File: config.mk
export PLATFORM = sky130hd
export DESIGN_NAME = vend_gesture_ctrl
export DESIGN_NICKNAME = d
export VERILOG_FILES = /design/src/rtl/vend_gesture_ctrl.sv
export SDC_FILE = /design/constraint.sdc
export NUM_CORES = 1
export LEC_CHECK = 0
export BUFFER_PORTS_ARGS = -buffer_cell sky130_fd_sc_hd__clkbuf_2
export CAP_MARGIN = 30
export CORE_UTILIZATION = 60
export DETAILED_ROUTE_END_ITERATION = 6
export HOLD_SLACK_MARGIN = 0.12
export PLACE_DENSITY_LB_ADDON = 0.25
export REMOVE_ABC_BUFFERS = 1
export SYNTH_ARGS = -nofsm -noshare
export SYNTH_HDL_FRONTEND = slang
export SYNTH_SLANG_ARGS = --single-unit
File: constraint.sdc
create_clock -name sys_clk -period 5.3 [get_ports sys_clk]
set_input_delay 0.53 -clock sys_clk [delete_from_list [all_inputs] [get_ports sys_clk]]
set_output_delay 0.53 -clock sys_clk [all_outputs]
set_load 0.005 [all_outputs]
File: src/rtl/vend_gesture_ctrl.sv
// Vending machine sequencer: gesture/coin pulses drive select, pay, dispense and refund.
// Owns the beeper request and the segment display value/mode.
//
// state      | meaning
// S_IDLE     | blank display, waiting for any gesture
// S_SELECT   | browsing items, price shown
// S_PAY      | accumulating coins, paid amount shown
// S_DISPENSE | item released, change shown for the hold time
// S_REFUND   | money returned, refunded amount shown for the hold time
module vend_gesture_ctrl #(
    parameter logic [7:0]  PRICE0      = 8'd3,
    parameter logic [7:0]  PRICE1      = 8'd5,
    parameter logic [7:0]  PRICE2      = 8'd8,
    parameter logic [7:0]  PRICE3      = 8'd12,
    parameter logic [31:0] TIMEOUT_CYC = 32'd1_500_000_000,
    parameter logic [31:0] DISP_CYC    = 32'd100_000_000
) (
    input  logic       sys_clk,
    input  logic       sys_rst_n,
    input  logic [3:0] gest,
    input  logic       coin_1,
    input  logic       coin_5,
    output logic [1:0] item,
    output logic [7:0] disp_val,
    output logic [1:0] disp_mode,
    output logic [1:0] beep_req,
    output logic       dispense,
    output logic       refund,
    output logic [3:0] state_led
);

    typedef enum logic [2:0] {
        S_IDLE, S_SELECT, S_PAY, S_DISPENSE, S_REFUND
    } state_t;

    localparam logic [1:0] BEEP_NONE  = 2'b00;
    localparam logic [1:0] BEEP_CLICK = 2'b01;
    localparam logic [1:0] BEEP_OK    = 2'b10;
    localparam logic [1:0] BEEP_ERR   = 2'b11;

    state_t      state_q, state_d;
    logic [1:0]  item_q, item_d;
    logic [7:0]  paid_q, paid_d;
    logic [31:0] cnt_q, cnt_d;
    logic [7:0]  disp_val_q, disp_val_d;
    logic [1:0]  disp_mode_q, disp_mode_d;
    logic [1:0]  beep_q, beep_d;
    logic        dispense_q, dispense_d;
    logic        refund_q, refund_d;

    function automatic logic [7:0] price_of(input logic [1:0] idx);
        case (idx)
            2'd0:    price_of = PRICE0;
            2'd1:    price_of = PRICE1;
            2'd2:    price_of = PRICE2;
            default: price_of = PRICE3;
        endcase
    endfunction

    // Only a single asserted gesture bit counts; blank or chorded patterns are noise.
    logic       gest_ok, g_up, g_down, g_left, g_right, coin_any;
    logic [8:0] paid_sum;
    logic [7:0] paid_nx, price_cur;
    logic       paid_enough, tmo_hit, hold_done;

    assign gest_ok     = (gest != 4'd0) && ((gest & (gest - 4'd1)) == 4'd0);
    assign g_up        = gest_ok & gest[0];
    assign g_down      = gest_ok & gest[1];
    assign g_left      = gest_ok & gest[2];
    assign g_right     = gest_ok & gest[3];
    assign coin_any    = coin_1 | coin_5;
    assign paid_sum    = {1'b0, paid_q} + {8'd0, coin_1} + (coin_5 ? 9'd5 : 9'd0);
    assign paid_nx     = paid_sum[8] ? 8'hFF : paid_sum[7:0];
    assign price_cur   = price_of(item_q);
    assign paid_enough = paid_nx >= price_cur;
    assign tmo_hit     = cnt_q == (TIMEOUT_CYC - 32'd1);
    assign hold_done   = cnt_q == (DISP_CYC - 32'd1);

    always_ff @(posedge sys_clk or negedge sys_rst_n) begin
        if (!sys_rst_n) begin
            state_q     <= S_IDLE;
            item_q      <= 2'd0;
            paid_q      <= 8'd0;
            cnt_q       <= 32'd0;
            disp_val_q  <= 8'd0;
            disp_mode_q <= 2'b00;
            beep_q      <= BEEP_NONE;
            dispense_q  <= 1'b0;
            refund_q    <= 1'b0;
        end else begin
            state_q     <= state_d;
            item_q      <= item_d;
            paid_q      <= paid_d;
            cnt_q       <= cnt_d;
            disp_val_q  <= disp_val_d;
            disp_mode_q <= disp_mode_d;
            beep_q      <= beep_d;
            dispense_q  <= dispense_d;
            refund_q    <= refund_d;
        end
    end

    // cnt_q is the idle timer in SELECT/PAY and the display hold timer afterwards.
    always_comb begin
        state_d = state_q;
        item_d  = item_q;
        paid_d  = paid_q;
        cnt_d   = cnt_q + 32'd1;
        case (state_q)
            S_IDLE: begin
                cnt_d = 32'd0;
                if (gest_ok) begin
                    state_d = S_SELECT;
                    item_d  = 2'd0;
                end
            end
            S_SELECT: begin
                if (gest_ok) begin
                    cnt_d = 32'd0;
                    if (g_up) begin
                        item_d = item_q + 2'd1;
                    end else if (g_down) begin
                        item_d = item_q - 2'd1;
                    end else if (g_right) begin
                        state_d = S_PAY;
                        paid_d  = 8'd0;
                    end else begin
                        state_d = S_IDLE;
                    end
                end else if (tmo_hit) begin
                    state_d = S_IDLE;
                    cnt_d   = 32'd0;
                end
            end
            S_PAY: begin
                if (paid_enough) begin
                    state_d = S_DISPENSE;
                    paid_d  = paid_nx;
                    cnt_d   = 32'd0;
                end else if (g_left) begin
                    state_d = (paid_nx != 8'd0) ? S_REFUND : S_IDLE;
                    paid_d  = paid_nx;
                    cnt_d   = 32'd0;
                end else if (gest_ok || coin_any) begin
                    paid_d = paid_nx;
                    cnt_d  = 32'd0;
                end else if (tmo_hit) begin
                    state_d = (paid_q != 8'd0) ? S_REFUND : S_IDLE;
                    cnt_d   = 32'd0;
                end
            end
            S_DISPENSE, S_REFUND: begin
                if (hold_done) begin
                    state_d = S_IDLE;
                    cnt_d   = 32'd0;
                end
            end
            default: begin
                state_d = S_IDLE;
                cnt_d   = 32'd0;
            end
        endcase
        if (state_d == S_IDLE) paid_d = 8'd0;
    end

    always_comb begin
        dispense_d  = (state_q == S_PAY) && (state_d == S_DISPENSE);
        refund_d    = (state_q == S_PAY) && (state_d == S_REFUND);
        beep_d      = BEEP_NONE;
        disp_val_d  = disp_val_q;
        disp_mode_d = disp_mode_q;
        if (dispense_d) begin
            beep_d = BEEP_OK;
        end else if ((state_q == S_SELECT || state_q == S_PAY) &&
                     (state_d == S_IDLE || state_d == S_REFUND)) begin
            beep_d = BEEP_ERR;
        end else if ((state_q == S_IDLE && state_d == S_SELECT) ||
                     (state_q == S_SELECT && gest_ok) ||
                     (state_q == S_PAY && coin_any)) begin
            beep_d = BEEP_CLICK;
        end
        case (state_d)
            S_IDLE: begin
                disp_mode_d = 2'b00;
                disp_val_d  = 8'd0;
            end
            S_SELECT: begin
                disp_mode_d = 2'b01;
                disp_val_d  = price_of(item_d);
            end
            S_PAY: begin
                disp_mode_d = 2'b10;
                disp_val_d  = paid_d;
            end
            S_DISPENSE: begin
                disp_mode_d = 2'b11;
                if (state_q == S_PAY) disp_val_d = paid_nx - price_cur;
            end
            default: begin
                disp_mode_d = 2'b11;
                disp_val_d  = paid_d;
            end
        endcase
    end

    always_comb begin
        case (state_q)
            S_IDLE:   state_led = 4'b0001;
            S_SELECT: state_led = 4'b0010;
            S_PAY:    state_led = 4'b0100;
            default:  state_led = 4'b1000;
        endcase
    end

    assign item      = item_q;
    assign disp_val  = disp_val_q;
    assign disp_mode = disp_mode_q;
    assign beep_req  = beep_q;
    assign dispense  = dispense_q;
    assign refund    = refund_q;

endmodule

* After elaboration in Yosys (flattened, before gate mapping)
Cells that the tools add are included.
** Word-level totals
- Output and inout port bits :: 20
- Word-level logic and storage cells :: 105
- Flip-flop bits (word level) :: 59
** Operators by class
- Reduce and logical (&&, ||, !) cells :: 21
- Eq/ne operators :: 15
- Mux-type cells :: 46
- Bitwise logic cells :: 6
- $lt $le $gt $ge :: 1
- Add/sub/neg operators :: 7
** Operators by type and width (count)
- $mux 32 :: 6
- $pmux 32 s3 :: 1
- $mux 8 :: 10
- $mux 3 :: 13
- $pmux 4 s3 :: 3
- $add 32x1->32 const B :: 1
- $eq 32x27->1 const B :: 1
- $eq 32x31->1 const B :: 1
- $pmux 8 s3 :: 1
- $pmux 8 s2 :: 1
- $reduce_bool 8->1 :: 2
- $mux 2 :: 7
- $eq 3x2->1 const B :: 4
- $pmux 3 s4 :: 1
- $add 8x1->9 :: 1
- $add 9x3->9 :: 1
- $ge 8x8->1 :: 1
- $sub 8x8->8 :: 1
- $logic_and 1x1->1 :: 7
- $eq 3x1->1 const B :: 2
- $eq 3x3->1 const B :: 2
- $logic_not 3->1 :: 2
- $pmux 2 s3 :: 1
- $logic_or 1x1->1 :: 5
- 15 further kinds :: 21

* Depth between registers and ports, before layout
- Depth in word-level cells :: 17
- Gate-level depth with buffers :: 19
- Mapped depth without buffers :: 19

* Least setup slack after synthesis
Ideal clock, no wire load.
- Kind :: input port to flip-flop
- From :: input port coin_1
- To :: register beep_q[0], in the netlist beep_req[0]
- Data required time :: 5.218 ns
- Data arrival time :: 4.081 ns
- Stages :: 19
- Path slack :: 1.137 ns
- Cell sequence :: inv_1 -> fa_1 -> inv_1 -> ha_1 -> a21o_1 -> nand2_4 -> nor2_1 -> nor2_1 -> inv_1 -> ha_1 -> nor2b_1 -> o21ai_0 -> o211a_1 -> nand3_2 -> o21ai_4 -> inv_4 -> or3_4 -> or4_4 -> a31oi_1
** RTL lines
- start, declared :: RTL line 21 : input logic coin_1,
- branches (longest 6 deep; another with $add 8x1->9)
- $mux 3 (*) :: RTL line 136 : if (paid_enough) begin
- $pmux 3 s4 (*) :: RTL line 109 : case (state_q)
- $eq 3x2->1 (*) :: RTL line 167 : dispense_d = (state_q == S_PAY) && (state_d == S_DISPENSE);
- $logic_and 1x1->1 (*) :: RTL line 167
- via dispense_d :: RTL line 48 : logic dispense_q, dispense_d;
- $mux 2 (*) :: RTL line 172 : if (dispense_d) begin
- via beep_d[0] :: RTL line 47 : logic [1:0] beep_q, beep_d;
- end signal, assigned :: RTL line 97 : beep_q <= beep_d;
- end, declared :: RTL line 47
Mark *: on every way through the listed nets, which the timed path passes.
A chain may end at the register's enable or synchronous reset.

* Worst setup path in the final report
- From :: register paid_q[0]
- To :: register beep_q[0], in the netlist beep_req[0]
** RTL lines
- start, declared :: RTL line 43 : logic [7:0] paid_q, paid_d;
- start signal, assigned :: RTL line 93 : paid_q <= paid_d;
- branches (longest 6 deep; another with $add 8x1->9)
- $mux 3 (*) :: RTL line 136
- $pmux 3 s4 (*) :: RTL line 109
- $eq 3x2->1 (*) :: RTL line 167
- $logic_and 1x1->1 (*) :: RTL line 167
- via dispense_d :: RTL line 48
- $mux 2 (*) :: RTL line 172
- via beep_d[0] :: RTL line 47
Marked as above.

==> impl_metrics.tcl <==
set metrics [dict create \
    status "completed" \
    postSynthRegisterBits 59 \
    max_cap_viol_count 0 \
    antenna_left 0 \
    grt.met3_usage_pct 6.82 \
    clk_latency_ns 0.35 \
    worst_reg2reg_path_length_in_cells 19 \
    synth.yosys.seq_area_share_pct 40.1 \
    mappedNetlistArea_sq_um 3680 \
    synth.avg_cell_area_sq_um 9.04 \
    num-nets-final 456 \
    dominantRegCellSynth "dfrtp_1" \
    drv_slew 0 \
    criticalPathCategory "reg -> reg" \
    floorplan.core_area_sq_um 5920 \
    yosysWarningCount 0 \
    synth_cell_types 66 \
    clock-root-buffer "clkbuf_8" \
    power.sequential.fraction_pct 28.3 \
    grt_met1_use_pct 37.4 \
    place.detailed.hpwl_um 6250 \
    grt.busiest_layer "met2" \
    grt_setup_unrepaired "false" \
    cts_tree "yes" \
    cp_capture_point "beep_req[0]$_DFF_PN0_" \
    timing.critical_path.fanout_max 9 \
    die_area_sq_um 6450 \
    register_to_register_setup_slack_ns 0.93 \
    pre_cts_ws_ns 0.718 \
    critical_path.max_stage_delay_ns 0.49 \
    crit-reg2reg-capture "beep_req[0]$_DFF_PN0_" \
    synth-edff-count 0 \
    grt.met2_usage_pct 49.3 \
    die_height_um 80.3 \
    grt.total_usage_pct 29.4 \
    num_vias 3048 \
    power_density_nw_per_um2 519 \
    clock_pin_slew_worst_setup_and_hold_paths_ns 0.07 \
    cts_made_buffers 9 \
    cts_setup_buffers 0 \
    place.gp.congestion 0.898 \
    timing.critical_path.slowest_stage_cell "or4_4" \
    crit_start "paid_q[0]$_DFF_PN0_" \
    port-buffer-count 27 \
    p_int_uw 1230 \
    final_period_minus_worst_setup_slack_ns 4.37 \
    timing.critical_path.to_type "register" \
    via_count_of_the_first_global_routing_pass 2955 \
    insertedDiodeCount 0 \
    synth_largest_type_area_fraction_pct 40.1 \
    gr-total-overflow 0 \
    p_leak_uw 0.00192 \
    cts_num_sinks 59 \
    final.setup.tns_ns 0 \
    required_ns 5.57 \
    rows 28 \
    grt_pass1_wl_um 14000 \
    hold_class "in -> async" \
    vdd_drop_max_uv 356 \
    final_layout_size_suffix_gt1_share_pct 14.8 \
    setup-violations-final 0 \
    routed_via_density 5.93 \
    area_delta_synth_final_pct 11.5 \
    synth_top_cells_by_area "dfrtp_1 40%, nor2_1 7.1%, xor2_1 6.7%" \
    power.net_switching_uw 893 \
    netlist_instances 407 \
    clock_path_buffers 2 \
    grt_antenna_before_repair 0 \
    detailed_route_wire_length_um 8450 \
    hold_buffers 0 \
    slew_at_the_pin_closest_to_its_max_slew_limit_ns 0.743 \
    timing.final.ws_setup_ns 0.932 \
    share_comb_of_total_power_pct 49.6 \
    max_freq_mhz 229 \
    reg2reg_from "paid_q[0]$_DFF_PN0_" \
    yosys.area.top_type "dfrtp_1" \
    critical-path-top-cell-by-count "inv_1" \
    total_of_cells_resized_after_clock_tree_synthesis 0 \
    most_common_cell_after_layout_fill_and_taps_aside "nor2_1" \
    sw_frac_of_total_pct 42.0 \
    start_kind "register" \
    async_sr_flop_fraction_pct 100 \
    max-slew-margin-rel_pct 50.1 \
    power.share.clock_pct 22.0 \
    timing.final.crit_share_pct 82.4 \
    h_tree_lvl_count 3 \
    drt_first_iter_violations 257 \
    timing.critical_path.cells "inv_1 -> fa_1 -> inv_1 -> ha_1 -> a21o_1 -> nand2_4 -> nor2_1 -> nor2_1 -> inv_1 -> ha_1 -> nor2b_1 -> o21ai_0 -> o211a_1 -> nand3_2 -> o21ai_4 -> inv_4 -> or3_4 -> or4_4 -> a31oi_1" \
    timing.clock.skew_ns 0.00857 \
    drtPass1Iterations 6 \
    post-route-drc-count 0 \
    ios 28 \
    grt_max_degree 60 \
    finalHoldViolations 0 \
    layout.cells.most_common_list "70 x nor2_1, 59 x dfrtp_1, 37 x nand2_1" \
    route.detailed.wl_per_inst_um 16.4 \
    critPathArrivalTime_ns 4.64 \
    start_util_pct 62.1 \
    die_width_um 80.3 \
]
[registers in the layout (all words and copies together), names as in the netlist]
register / flops
item: 2
paid_q: 8
beep_req: 2
disp_mode: 2
state_q: 3
dispense: 1
cnt_q: 32
refund: 1
disp_val: 8
[synthesized netlist by cell type (3+ instances only)]
cell type,n
nand3_1,18
inv_1,20
nor2b_1,6
or2_2,3
nor3_1,8
o21a_1,5
a221oi_1,3
nor4b_1,4
or3_1,3
nand4_1,10
clkbuf_1,11
o22a_1,4
mux2_2,5
nor3b_1,3
and3_1,9
xor2_1,28
o21ai_0,10
dfrtp_1,59
nor2_1,70
and4_1,3
xnor2_1,14
ha_1,12
mux2i_1,3
nand2_1,37
a21oi_1,3
a31oi_1,4
nor4_1,5
o211ai_1,3
[through the flow]
step | total power (uW) | hold WS (ns) | instances | instance area (sq um) | utilization [%]
2_1_floorplan | 1340 | 0.234 | 394 | 3620 | -
4_1_cts | 2120 | 0.341 | 514 | 4100 | 69.3
3_5_place_dp | 1650 | 0.477 | 498 | 3870 | 65.4
5_1_grt | 2280 | 0.389 | 514 | 4100 | 69.3
3_3_place_gp | 1630 | 0.470 | 498 | 3870 | 65.4
6_report | 2130 | 0.314 | 514 | 4100 | 69.3
[logic make-up (layout without fill, tap and decap cells)]
group                    after synthesis  count (layout)  synth area share (%)
XOR/XNOR                              42              42                  10.0
adder cells (fa/ha/maj)               14              14                  5.17
multiplexers                           8               8                  2.35
buffers and inverters                 34              66                  3.67
AO/OA/AOI/OAI                         54              54                  11.7
AND/OR/NAND/NOR                      196             196                  27.0
flip-flops                            59              59                  40.1
[worst min-delay path by stage]
stage | depth (start not counted) | startpoint | to
2_1_floorplan | 0 | sys_rst_n | beep_req[0]$_DFF_PN0_
3_3_place_gp | 1 | cnt_q[0]$_DFF_PN0_ | cnt_q[0]$_DFF_PN0_
3_5_place_dp | 1 | cnt_q[0]$_DFF_PN0_ | cnt_q[0]$_DFF_PN0_
4_1_cts | 2 | sys_rst_n | cnt_q[26]$_DFF_PN0_
5_1_grt | 2 | sys_rst_n | cnt_q[26]$_DFF_PN0_
6_report | 2 | sys_rst_n | cnt_q[26]$_DFF_PN0_
[worst max-delay path, delay by kind of cell, from the launching register on]
| kind | cells | cell delay, ns |
|---|---|---|
| buffers and inverters | 4 | 0.31 |
| AO/OA/AOI/OAI | 5 | 1.14 |
| AND/OR/NAND/NOR | 7 | 1.60 |
| flip-flops | 1 | 0.38 |
| adder cells (fa/ha/maj) | 3 | 0.83 |
[power groups by stage]
stage | Combinational (uW) | Sequential (uW) | Clock [uW]
2_1_floorplan | 744 | 594 | 0
5_1_grt | 1170 | 612 | 494
3_3_place_gp | 1020 | 607 | 0
6_report | 1060 | 603 | 468
4_1_cts | 1040 | 602 | 477
3_5_place_dp | 1040 | 610 | 0
[final cells by class]
class,instances,area (sq um)
Clock buffer,12,155
Tap cell,75,93.8
Fill cell,502,1820
Clock inverter,4,72.6
Inverter,21,81.3
Timing Repair Buffer,29,150
Sequential cell,59,1480
Multi-Input combinational cell,314,2070
[routing by layer]
layer / vias up / routed length [um]
li1: 1474 / -
met1: 1488 / 3790
met2: 69 / 4160
met3: 17 / 359
met4: 0 / 146
met5: - / 0
Power figures use the tool's default switching activity.
